File: src/rtl/bcd_digit_serializer.sv
// ============================================================================
// Module   : bcd_digit_serializer
// Summary  : Captures a packed BCD word and streams its digits MSD-first over
//            a valid/ready interface, flagging non-decimal nibbles.
//            Optional macro BCD_LZ_SUPPRESS_EN skips leading zero digits.
// Revision : 1.0 - initial release
// ============================================================================
`default_nettype none

module bcd_digit_serializer #(
    parameter int DIGIT = 2,
    localparam int IDXW = (DIGIT > 1) ? $clog2(DIGIT) : 1
) (
    input  logic               clk,
    input  logic               rst,
    input  logic               in_valid,
    output logic               in_ready,
    input  logic [DIGIT*4-1:0] bcd_in,
    output logic               out_valid,
    input  logic               out_ready,
    output logic [3:0]         out_digit,
    output logic [IDXW-1:0]    out_idx,
    output logic               out_last,
    output logic               out_err
);

    typedef enum logic [0:0] {
        S_IDLE = 1'b0,
        S_SEND = 1'b1
    } state_t;

    state_t                state_q;
    logic [DIGIT*4-1:0]    word_q;
    logic [3:0]            digit_q;
    logic [IDXW-1:0]       idx_q;
    logic                  last_q;
    logic                  valid_q;
    logic                  ready_q;

    logic [IDXW-1:0]       start_idx_d;
    logic [IDXW-1:0]       next_idx_d;
    logic [3:0]            start_digit_d;
    logic [3:0]            next_digit_d;

    // First digit index is resolved at capture time so no cycle is spent skipping zeros.
    always_comb begin
`ifdef BCD_LZ_SUPPRESS_EN
        start_idx_d = '0;
        for (int i = 1; i < DIGIT; i++) begin
            if (bcd_in[4*i +: 4] != 4'd0) begin
                start_idx_d = IDXW'(i);
            end
        end
`else
        start_idx_d = IDXW'(DIGIT - 1);
`endif
    end

    assign next_idx_d = idx_q - 1'b1;

    always_comb begin
        start_digit_d = 4'd0;
        next_digit_d  = 4'd0;
        for (int i = 0; i < DIGIT; i++) begin
            if (start_idx_d == IDXW'(i)) begin
                start_digit_d = bcd_in[4*i +: 4];
            end
            if (next_idx_d == IDXW'(i)) begin
                next_digit_d = word_q[4*i +: 4];
            end
        end
    end

    always_ff @(posedge clk) begin
        if (rst) begin
            state_q <= S_IDLE;
            word_q  <= '0;
            digit_q <= 4'd0;
            idx_q   <= '0;
            last_q  <= 1'b0;
            valid_q <= 1'b0;
            ready_q <= 1'b1;
        end else begin
            case (state_q)
                S_IDLE: begin
                    if (in_valid) begin
                        state_q <= S_SEND;
                        word_q  <= bcd_in;
                        digit_q <= start_digit_d;
                        idx_q   <= start_idx_d;
                        last_q  <= (start_idx_d == '0);
                        valid_q <= 1'b1;
                        ready_q <= 1'b0;
                    end
                end
                S_SEND: begin
                    if (out_ready) begin
                        if (last_q) begin
                            state_q <= S_IDLE;
                            digit_q <= 4'd0;
                            idx_q   <= '0;
                            last_q  <= 1'b0;
                            valid_q <= 1'b0;
                            ready_q <= 1'b1;
                        end else begin
                            digit_q <= next_digit_d;
                            idx_q   <= next_idx_d;
                            last_q  <= (next_idx_d == '0);
                        end
                    end
                end
                default: begin
                    state_q <= S_IDLE;
                    valid_q <= 1'b0;
                    ready_q <= 1'b1;
                end
            endcase
        end
    end

    assign in_ready  = ready_q;
    assign out_valid = valid_q;
    assign out_digit = digit_q;
    assign out_idx   = idx_q;
    assign out_last  = last_q;
    assign out_err   = valid_q && (digit_q > 4'd9);

endmodule

`default_nettype wire
File: config.mk
export PLATFORM = sky130hd
export DESIGN_NAME = bcd_digit_serializer
export DESIGN_NICKNAME = d
export VERILOG_FILES = /design/src/rtl/bcd_digit_serializer.sv
export SDC_FILE = /design/constraint.sdc
export NUM_CORES = 1
export LEC_CHECK = 0
export ABC_AREA = 0
export CAP_MARGIN = 20
export CORE_MARGIN = 2
export CORE_UTILIZATION = 45
export DETAILED_ROUTE_END_ITERATION = 8
export PLACE_DENSITY_LB_ADDON = 0.12
export SETUP_SLACK_MARGIN = 0.2
export SLEW_MARGIN = 20
export SYNTH_ARGS = -nofsm -noshare
export SYNTH_HDL_FRONTEND = slang
export SYNTH_SLANG_ARGS = --single-unit
File: constraint.sdc
create_clock -name clk -period 1.15 [get_ports clk]
set_input_delay 0.115 -clock clk [delete_from_list [all_inputs] [get_ports clk]]
set_output_delay 0.115 -clock clk [all_outputs]
set_load 0.005 [all_outputs]
Yosys cells after proc, flatten, opt, wreduce, memory -nomap -nowiden. Index checks and enable logic that the tools add are counted.

Bits in registers: 17. Bits of input ports: 12. Output and inout bits: 9. Word-level logic and storage cells: 41.

$add $sub $neg: 1. $lt $le $gt $ge: 1. Equality and inequality tests: 3. Mux-type cells: 23. Bitwise operators: 2. Reduce and logical (&&, ||, !) cells: 4.

Operators with widths (number): $mux 4 (4); $mux 1 (13); $pmux 1 s2 (5); $pmux 4 s2 (1); $gt 4x4->1 const B (1); $ne 2x2->1 const B (2); $reduce_and 2->1 (2); $reduce_and 3->1 (1); $ne 2x1->1 const B (1); $not 1->1 (2); $logic_and 1x1->1 (1); $sub 1x1->1 const B (1).

Logic depth before layout (Yosys ltp).
Depth after elaboration: 5. Gate-level depth with buffers: 4. Gate-level depth less buffers: 3.

Least setup slack after synthesis. Ideal clock, no wire load.

Kind: reg-to-reg. Start point: register idx_q (netlist: out_idx). End point: register digit_q[0] (netlist: out_digit[0]). Library setup time: 0.127 ns. Arrival: 0.941 ns. Required time: 1.023 ns. Setup slack: 0.082 ns. Cell stages (with the launch flop): 5. Buffers on the path: 1. Period minus slack after synthesis: 1.068 ns. Path through: dfxtp_1 -> buf_2 -> mux2_2 -> nand2_1 -> a211oi_2.

Longest elaborated chain between the ends: 5.

RTL lines: start: declaration (line 35) `logic [IDXW-1:0] idx_q;`; start signal: assignment (line 90) `idx_q <= start_idx_d;`; start signal: assignment (line 107) `idx_q <= next_idx_d;`; $sub 1x1->1 (line 59) `assign next_idx_d = idx_q - 1'b1;`; $mux 4 (line 68) `if (next_idx_d == IDXW'(i)) begin`; $mux 4 (line 98) `if (last_q) begin`; $mux 4 (line 97) `if (out_ready) begin`; $pmux 4 s2 (line 84) `case (state_q)`; end signal: assignment (line 89) `digit_q <= start_digit_d;`; end signal: assignment (line 106) `digit_q <= next_digit_d;`; end: declaration (line 34) `logic [3:0] digit_q;`.

No other way between the ends. The select of a mux whose other input is x is not followed. A chain may end at the register's enable or synchronous reset.

Worst setup path after layout.
Start point: register last_q (netlist: out_last). End point: register idx_q (netlist: out_idx).

Longest elaborated chain between the ends: 3.

RTL lines: start: declaration (line 36) `logic last_q;`; start signal: assignment (line 91) `last_q <= (start_idx_d == '0);`; start signal: assignment (line 108) `last_q <= (next_idx_d == '0);`; $mux 1 (line 98); $mux 1 (line 97); $pmux 1 s2 (line 84).

No other way between the ends. The select of a mux whose other input is x is not followed.

==> qor.csv <==
metric,value,unit
Syn Area/Cell,8.59,um^2
maximum clock insertion buffer count,2,
clock power share,0.227,
worst hold slack,373,ps
status,finished with violations,
drt first pass iters,4,
Initial Utilization,0.490,
"Seq/Total Area, Yosys",0.456,
max-cap violations,0,
RSZ-0062 raised after global routing,yes,
combinational share of power,0.299,
period utilisation layout,1.02,
initial antenna violation count,0,
die area,2000,um^2
Rel. slew slack,0.784,
die span in x,44.7,um
Crit. End Element,register,
complex-gate fraction of the synthesized area,0.204,
Die Y,44.7,um
Leak,0.563,nW
CTS H-tree lvls,1,
actual slew at the worst max-slew pin,320,ps
worst hold path class,in2reg,
Syn Std Cell Area,747,um^2
WS Path Type,reg2reg,
PortBufs,20,
Fmax,849,MHz
post-synthesis simple-gate area fraction,0.231,
Critical Path Fanout Max,6,
Fin. Hold Viols,0,
maximum vdd drop,1.32,mV
first-pass GRT wire length,3370,um
Synth Area in Adders,0,
clk root buf,clkbuf_4,
WL/cell,18.4,um
synth unique cells,27,
pwr dens,1060,nW/um^2
mux contribution to synthesized area,0.0603,
Int Pwr,0.998,mW
#FFs+latches synth,17,
num ports,21,
num rows,14,
clk sinks,17,
syn nets,99,
total power,1.41,mW
Sw Pwr,0.416,mW
GP Congestion,0.695,
Worst R2R Setup Slack,-30,ps
"CTS clk-pin slew, worst paths",100,ps
Remaining DRCs,0,
Synth-to-Final Area Change,78.2,%
n_diodes,0,
Final #Nets,140,
largest family of logic cells by synthesized area,simple AND/OR/NAND/NOR gates,
Final min period,1180,ps
fill count,84,
GRT Total Usage,0.230,
setup_tns,-28.2,ps
YS warnings,0,
final slew viol count,0,
Worst-Skew Late Latency,300,ps
vias per inst,5.74,
largest net degree at the start of global routing,12,
switching part of the total,0.294,
post-DP HPWL,1200,um
Antenna Nets Post-Route,0,
worst endpoint data arrival time,1390,ps
CTS tree,done,
Via Count,821,
Worst Slack Setup Final,-28.2,ps
synthesized instance count,87,
Seq pwr share,0.475,
"Req. time, crit path",1360,ps
layout cells sized above 1,0.669,
DRT iter0 DRCs,30,
startpoint type of the worst setup path,register,
total global routing overflow,0,
total CTS buffers,3,
placed cell area,1010,um^2
CORE AREA,1520,um^2
Post-Synth XOR/XNOR Area,0,
final instance area,1330,um^2
vias in the first global route,745,
DRT Wirelength,2630,um
failing checks,negative setup slack,
"Setup violations, final",1,
worst clock skew,9.29,ps
==> state kept, by name, summed over array words and instances, names as in the netlist <==
signal / cells
out_digit: 4
out_valid: 1
out_idx: 1
out_last: 1
word_q: 8
in_ready: 1
state_q: 1
==> critical path: stages, from the launching register on <==
cell      delay (ps)
dfxtp_2          340
buf_6            110
and2b_2          280
nand3b_1         140
a31oi_1          230
==> metal layers <==
layer  vias up  global-route usage  wire (um)
met2        33               0.386       1360
met1       398               0.292       1040
met5         -                   0          0
li1        381                   -          -
met3         9              0.0640        133
met4         0              0.0545         85
==> cells in the mapped netlist (all sizes together) <==
master / instances / area, um^2
a211oi: 5 / 42.5
a21oi: 10 / 50.1
a31oi: 1 / 6.26
and2: 1 / 6.26
and2b: 2 / 17.5
buf: 4 / 28.8
clkbuf: 2 / 7.51
dfxtp: 17 / 340
mux2: 4 / 45.0
nand2: 23 / 86.3
nand2b: 2 / 15.0
nand3: 1 / 5.00
nand3b: 1 / 7.51
nor2: 1 / 3.75
nor2b: 1 / 6.26
nor3: 4 / 25.0
o211a: 1 / 10.0
o21a: 1 / 7.51
o21ai: 5 / 28.8
o21bai: 1 / 7.51
==> power groups by stage <==
stage | sequential (mW) | clock, mW | combinational [mW]
after global placement | 0.682 | 0 | 0.249
after floorplan | 0.670 | 0 | 0.144
after global routing | 0.674 | 0.348 | 0.448
final | 0.671 | 0.320 | 0.423
after CTS | 0.660 | 0.326 | 0.329
after detailed placement | 0.684 | 0 | 0.252
==> placed cells by master (no fill, tap or decap), types with 2 or more instances in the layout <==
master           synthesis  layout
clkbuf_4                 0       3
dfxtp_4                  0       2
buf_2                    2       3
o21ai_0                  4       2
a211oi_2                 1       5
nand2_2                  0      10
nor3_2                   1       2
dfxtp_2                  0       7
nand2_1                 23      10
mux2_4                   0       4
a21oi_2                  0       8
clkdlybuf4s50_1          0      10
buf_6                    1      13
dfxtp_1                 17       8
nor3_4                   0       2
nand2_4                  0       3
o21ai_1                  0       2
clkbuf_2                 0       2
buf_4                    1      11
and2b_4                  1       2
==> layout make-up <==
cell class | count | area (um^2) | area share
Clock inverter | 1 | 5.00 | 0.00376
Multi-Input combinational cell | 65 | 546 | 0.410
Clock buffer | 3 | 22.5 | 0.0169
Timing Repair Buffer | 41 | 382 | 0.287
Tap cell | 16 | 20.0 | 0.0150
Sequential cell | 17 | 357 | 0.268
==> cells by family (layout without fill, tap and decap cells) <==
kind of cell / Yosys count / after routing
and+or+nand+nor: 36 / 37
AOI/OAI and AO/OA: 24 / 24
DFF: 17 / 17
buffers and inverters: 6 / 45
muxes: 4 / 4
==> metrics by stage <==
stage / worst slack [ps] / utilization / std cells
after floorplan: 178 / - / 87
after global placement: -99.1 / 0.663 / 125
after detailed placement: -111 / 0.663 / 125
after CTS: 47.6 / 0.777 / 142
after global routing: -56.3 / 0.874 / 143
final: -28.2 / 0.874 / 143
==> worst paths after layout <==
kind,cells after the start,to,startpoint
setup / recovery,4,out_idx,out_last
hold / removal,3,word_q[3],bcd_in[3]
hold reg to reg,2,in_ready,in_ready
setup reg to reg,4,out_idx,out_last
==> what timing repair did <==
action                                  4_1_cts  5_1_grt
pin swaps                                     4       14
resized for setup                            59       43
endpoints found under the setup margin       25       24
buffers inserted                             12        1
cloned                                        1        0
hold buffers                                  0        0
No activity file was read; power rests on OpenSTA's default activity.
==> edit 1: new RTL, same flow settings <==
Reset style: asynchronous (`rst`), changed in one clocked block.
--- a/src/rtl/bcd_digit_serializer.sv
+++ b/src/rtl/bcd_digit_serializer.sv
@@ -72,5 +72,5 @@
     end
 
-    always_ff @(posedge clk) begin
+    always_ff @(posedge clk or posedge rst) begin
         if (rst) begin
             state_q <= S_IDLE;
Formal check against the unedited RTL: differs if rst is asserted again (counterexample within 4 cycles, from zero or initial values and one cycle with rst high); with rst held inactive, the same outputs for 10 cycles.
==> edit 1 against the original RTL <==
- critical path depth decreased by 1
- synthesized area increased by 7.0%
- largest cell class is now sequential cells
- the flow still finishes with violations (setup timing)
- final area decreased by 11%
- maximum frequency decreased by 0.46%
- sequential cell count unchanged
- setup slack got worse by 0.0055 ns
- wire length decreased by 35%
- cell count decreased by 16%
- first-iteration DRC count decreased by 77%
Power is not compared: it rests on default switching activity, and its combinational part moved more than twofold at a synthesized area within 25%.
==> edit 1: results (changes against the original RTL) <==
TIMING.REG2REG.WORST_PATH_DEPTH=3  # -1
GP_CONGESTION=0.778  # +12%
SEQUENTIAL_SHARE_OF_CELL_AREA_PCT=35.9  # +9.1 points
SEQUENTIAL_ELEMENT_SHARE_OF_THE_SYNTHESIZED_AREA_PCT=53.4  # +7.8 points
FAILED_CHECKS='setup timing'
LAYOUT_SETUP_WS_NS=-0.0337  # -0.00548 ns
RUN_STATUS='complete, but fails checks'
FINAL_CORE_OCC_PCT=70.5  # -17 points
DESIGN.FINAL.NETS=116  # -17%
CP_DATA_ARRIVAL_TIME_NS=1.36  # -0.03 ns
FIN_SKEW_NS=0.00123  # -0.00806 ns
LAYOUT-DRIVE-GT1-SHARE_PCT=42.7  # -24 points
CLKLATENCYLATEPIN_NS=0.28  # -0.02 ns
SYNTHFLOPTYPE='sky130_fd_sc_hd__dfrtp_1'
MAXIMUM_NUMBER_OF_PINS_ON_ONE_NET_BEFORE_GLOBAL_ROUTE_REPAIR=14  # +2
CORE-AREA_UM2=1690  # +11%
POST_SYNTHESIS_COMPOUND_GATE_AREA_FRACTION_PCT=13.5  # -7.0 points
DPL-INSTANCE-AREA_UM2=1120  # +11%
CRIT_SLOWEST_CELL='sky130_fd_sc_hd__dfrtp_1'
SYNTH.AREA.MUX_SHARE_PCT=20.0  # +14 points
BUFFER_AREA_SHARE_PCT=28.6  # -0.094 points
SYNTH.TOP_CELLS.BY_COUNT='16 x sky130_fd_sc_hd__dfrtp_1, 8 x sky130_fd_sc_hd__mux2_2, 7 x sky130_fd_sc_hd__mux2i_1'
GR-USAGE-ALL-LAYERS_PCT=19.3  # -3.7 points
MULTI_INPUT_COMBINATIONAL=41  # -37%
SETUP_VIOL_COUNT_FINAL=8  # +7
FINISH.CELL_COUNT_WITHOUT_FILLERS=120  # -16%
CRIT-REG2REG-CAPTURE='word_q[5]'
CP_SLOWEST_STAGE_DELAY_NS=0.43  # +0.09 ns
PRE_CTS_SLACK_NS=-0.246  # -0.135 ns
TOTALNEGATIVESETUPSLACK_NS=-0.165  # -0.137 ns
R2R-START='state_q'
WIRE_PER_INST_UM=14.3  # -22%
PLACED_CELLS=109  # -13%
[edit 1: how the worst max path moves through the flow]
stage / to / cells past startpoint / slack [ns] / start
after CTS: word_q[5] / 3 / -0.04 / state_q
after global placement: word_q[6] / 4 / -0.23 / in_valid
final: word_q[5] / 3 / -0.03 / state_q
after floorplan: word_q[0] / 3 / 0.04 / state_q
after detailed placement: word_q[0] / 4 / -0.25 / in_valid
after global routing: out_digit[0] / 4 / -0.08 / state_q
[edit 1: repair_timing]
item,CTS,global route
pin swaps,2,0
hold endpoints to repair,3,0
setup endpoints to repair,24,25
resized for setup,43,1
buffers inserted,5,1
hold buffers,1,0
[edit 1: layer usage]
metal	GRT usage, %	vias up	routed length, um
met3	2.75	2	59
met1	24.6	291	806
li1	-	310	-
met5	0	-	0
met4	10.3	0	14
met2	31.4	14	834
[edit 1: kinds of logic (layout without fill, tap and decap cells)]
logic type      Yosys count  in the layout
compound gates           16             16
buf+inv                   6             45
flops                    17             17
mux                      15             15
simple gates             10             10
==> edit 2: new RTL, config.mk and constraints unchanged <==
Without the edit above. Add a define of `BCD_LZ_SUPPRESS_EN`.
--- a/src/rtl/bcd_digit_serializer.sv
+++ b/src/rtl/bcd_digit_serializer.sv
@@ -7,4 +7,6 @@
 // ============================================================================
 `default_nettype none
+
+`define BCD_LZ_SUPPRESS_EN
 
 module bcd_digit_serializer #(
Formal check against the unedited RTL: not equivalent (Yosys sat finds a counterexample within 4 cycles, from zero or initial values and one cycle with rst high).
==> edit 2 against the original RTL <==
- the run still ends with setup timing left
- final area is 4.1% lower
- total power is 1.8% lower
- die area is 3.4% higher
- sequential cell count stayed put
- setup slack worse by 0.023 ns
- synthesized area is 3.7% higher
- maximum frequency is 1.9% lower
- global-route usage is 2.7 points higher
- wire length is 10% lower
- critical path depth is 1 higher
- non-clock buffer count is 3 higher
- first-iteration DRC count stayed put
- largest cell class unchanged
==> edit 2: results (changes against the original RTL) <==
SYNTH.TOP_CELLS.BY_COUNT='19 x sky130_fd_sc_hd__nand2_1, 17 x sky130_fd_sc_hd__dfxtp_1, 12 x sky130_fd_sc_hd__a21oi_1'
MULTI_INPUT_COMBINATIONAL=72  # +11%
FAILED_CHECKS='setup timing'
NNONCLKINVERTERS=1  # +1
BUFFER_AREA_SHARE_PCT=29.9  # +1.2 points
POWER_LEAKAGE_uW=0.000547  # -2.9%
YS_TOP_CELLS_BY_AREA='sky130_fd_sc_hd__dfxtp_1 44%, sky130_fd_sc_hd__nand2_1 9.2%, sky130_fd_sc_hd__a21oi_1 7.8%'
SYNTH_NETS=107  # +8.1%
GP_CONGESTION=0.845  # +22%
FINAL.SIGNAL_BUFFER_COUNT=44  # +7.3%
ANTENNA_CELLS_INSERTED=0  # unchanged
SYNTHDISTINCTLIBCELLS=29  # +7.4%
CRIT_SLOWEST_CELL='sky130_fd_sc_hd__dfxtp_4'
GRT_FIRST_PASS_WIRELENGTH_MM=3.77  # +12%
NUMBER_OF_VIOLATIONS_REPORTED_AT_THE_END_OF_DETAILED_ROUTING_ITERATION_0=30  # unchanged
REGISTERS.TOP_BY_FF_COUNT='word_q'
PEAKVDDDROP_V=0.000756  # -43%
PLACED_CELLS=139  # +11%
WORST_HOLD_PATH_TYPE='in -> reg'
DPL-INSTANCE-AREA_UM2=1080  # +6.9%
WORST_SLEW_PIN_SLEW_NS=0.284  # -0.0359 ns
CP_SLOWEST_STAGE_DELAY_NS=0.37  # +0.03 ns
N_SEQUENTIAL_CELL=17  # unchanged
HPWL_MM=1.60  # +34%
LAYOUT_SETUP_WS_NS=-0.0511  # -0.0229 ns
FLOW.AREA_GROWTH_FROM_SYNTHESIS_PCT=64.8
DESIGN.FINAL.NETS=151  # +7.9%
TIMING.CRITICAL_PATH.FANOUT_MAX=3  # -3
FIN_SKEW_NS=0.00134  # -0.00796 ns
GR-USAGE-ALL-LAYERS_PCT=25.7  # +2.7 points
SETUP_VIOL_COUNT_FINAL=3  # +2
CTS_SETUP_BUFFERS=10  # -2
SEQUENTIAL_ELEMENT_SHARE_OF_THE_SYNTHESIZED_AREA_PCT=43.9  # -1.6 points
PWR_DENSITY_CELL_nW_PER_UM2=1090  # +2.4%
CTS.REPAIR.RESIZED=52  # -12%
AVGVIACOUNTPERCELL=6.01  # +4.7%
CRIT_FAMILY='flip-flops'
FINAL-CLK-CELL-SHARE_PCT=2.06  # -0.0088 points
SHARE_OF_THE_FINAL_LAYOUT_CELL_AREA_IN_MULTI_INPUT_GATES_PCT=37.9  # -3.0 points
AVGSYNTHCELLAREA_UM2=8.15  # -5.0%
FILLERS=97  # +15%
NUMBER_OF_CLOCK_TREE_BUFFERS_IN_THE_LAYOUT=4  # +1
LAYOUT-DRIVE-GT1-SHARE_PCT=46.4  # -21 points
WIRE_PER_INST_UM=15.3  # -17%
RUN_STATUS='complete, but fails checks'
MAXIMUM_NUMBER_OF_PINS_ON_ONE_NET_BEFORE_GLOBAL_ROUTE_REPAIR=10  # -2
FIRST_GLOBAL_VIAS=856  # +15%
ROUTED_WIRELENGTH_MM=2.35  # -10%
==> edit 2: cell count changes after synthesis, sizes merged, moves of 3 or more <==
cell / before / now
o21ai: 5 / 2
a21oi: 10 / 13
nand2: 23 / 19
nor2: 1 / 8
a211oi: 5 / 0
==> edit 2: kinds of logic (layout without fill, tap and decap cells) <==
group	count (synthesis)	count (layout)	synth area share, %
multiplexers	3	3	4.36
buffers and inverters	6	49	3.72
flip-flops	17	17	43.9
AO/OA/AOI/OAI	26	26	21.3
AND/OR/NAND/NOR	43	43	26.7
==> edit 2: per-stage QoR <==
stage / power [uW] / hold slack [ns] / worst slack, ns / TNS, ns / util (%)
2_1_floorplan: 806 / 0.251 / 0.0790 / 0 / -
3_3_place_gp: 960 / 0.431 / -0.263 / -2.86 / 69.3
3_5_place_dp: 968 / 0.442 / -0.299 / -3.25 / 69.3
4_1_cts: 1340 / 0.282 / -0.0117 / -0.0272 / 78.3
5_1_grt: 1460 / 0.357 / -0.0833 / -0.271 / 81.9
6_report: 1390 / 0.295 / -0.0511 / -0.113 / 81.9
==> edit 2: routing by layer <==
metal | wire length, um | part of all wire (%) | track usage, %
met4 | 62 | 2.6 | 13.5
met3 | 149 | 6.3 | 5.56
met1 | 977 | 42 | 31.9
met5 | 0 | 0 | 0
met2 | 1160 | 49 | 41.1
==> edit 2: final timing paths <==
kind                            startpoint           end  slack [ns]  cells past startpoint
worst max-delay path               out_idx  out_digit[3]       -0.05                      5
worst min-delay path              in_valid       state_q        0.29                      3
worst max register to register     out_idx  out_digit[3]       -0.05                      5
worst min register to register    in_ready      in_ready        0.44                      2
==> edit 2: where the power goes <==
group	internal [uW]	switching (uW)
sequential	635	32.3
combinational	228	170
clock	135	188
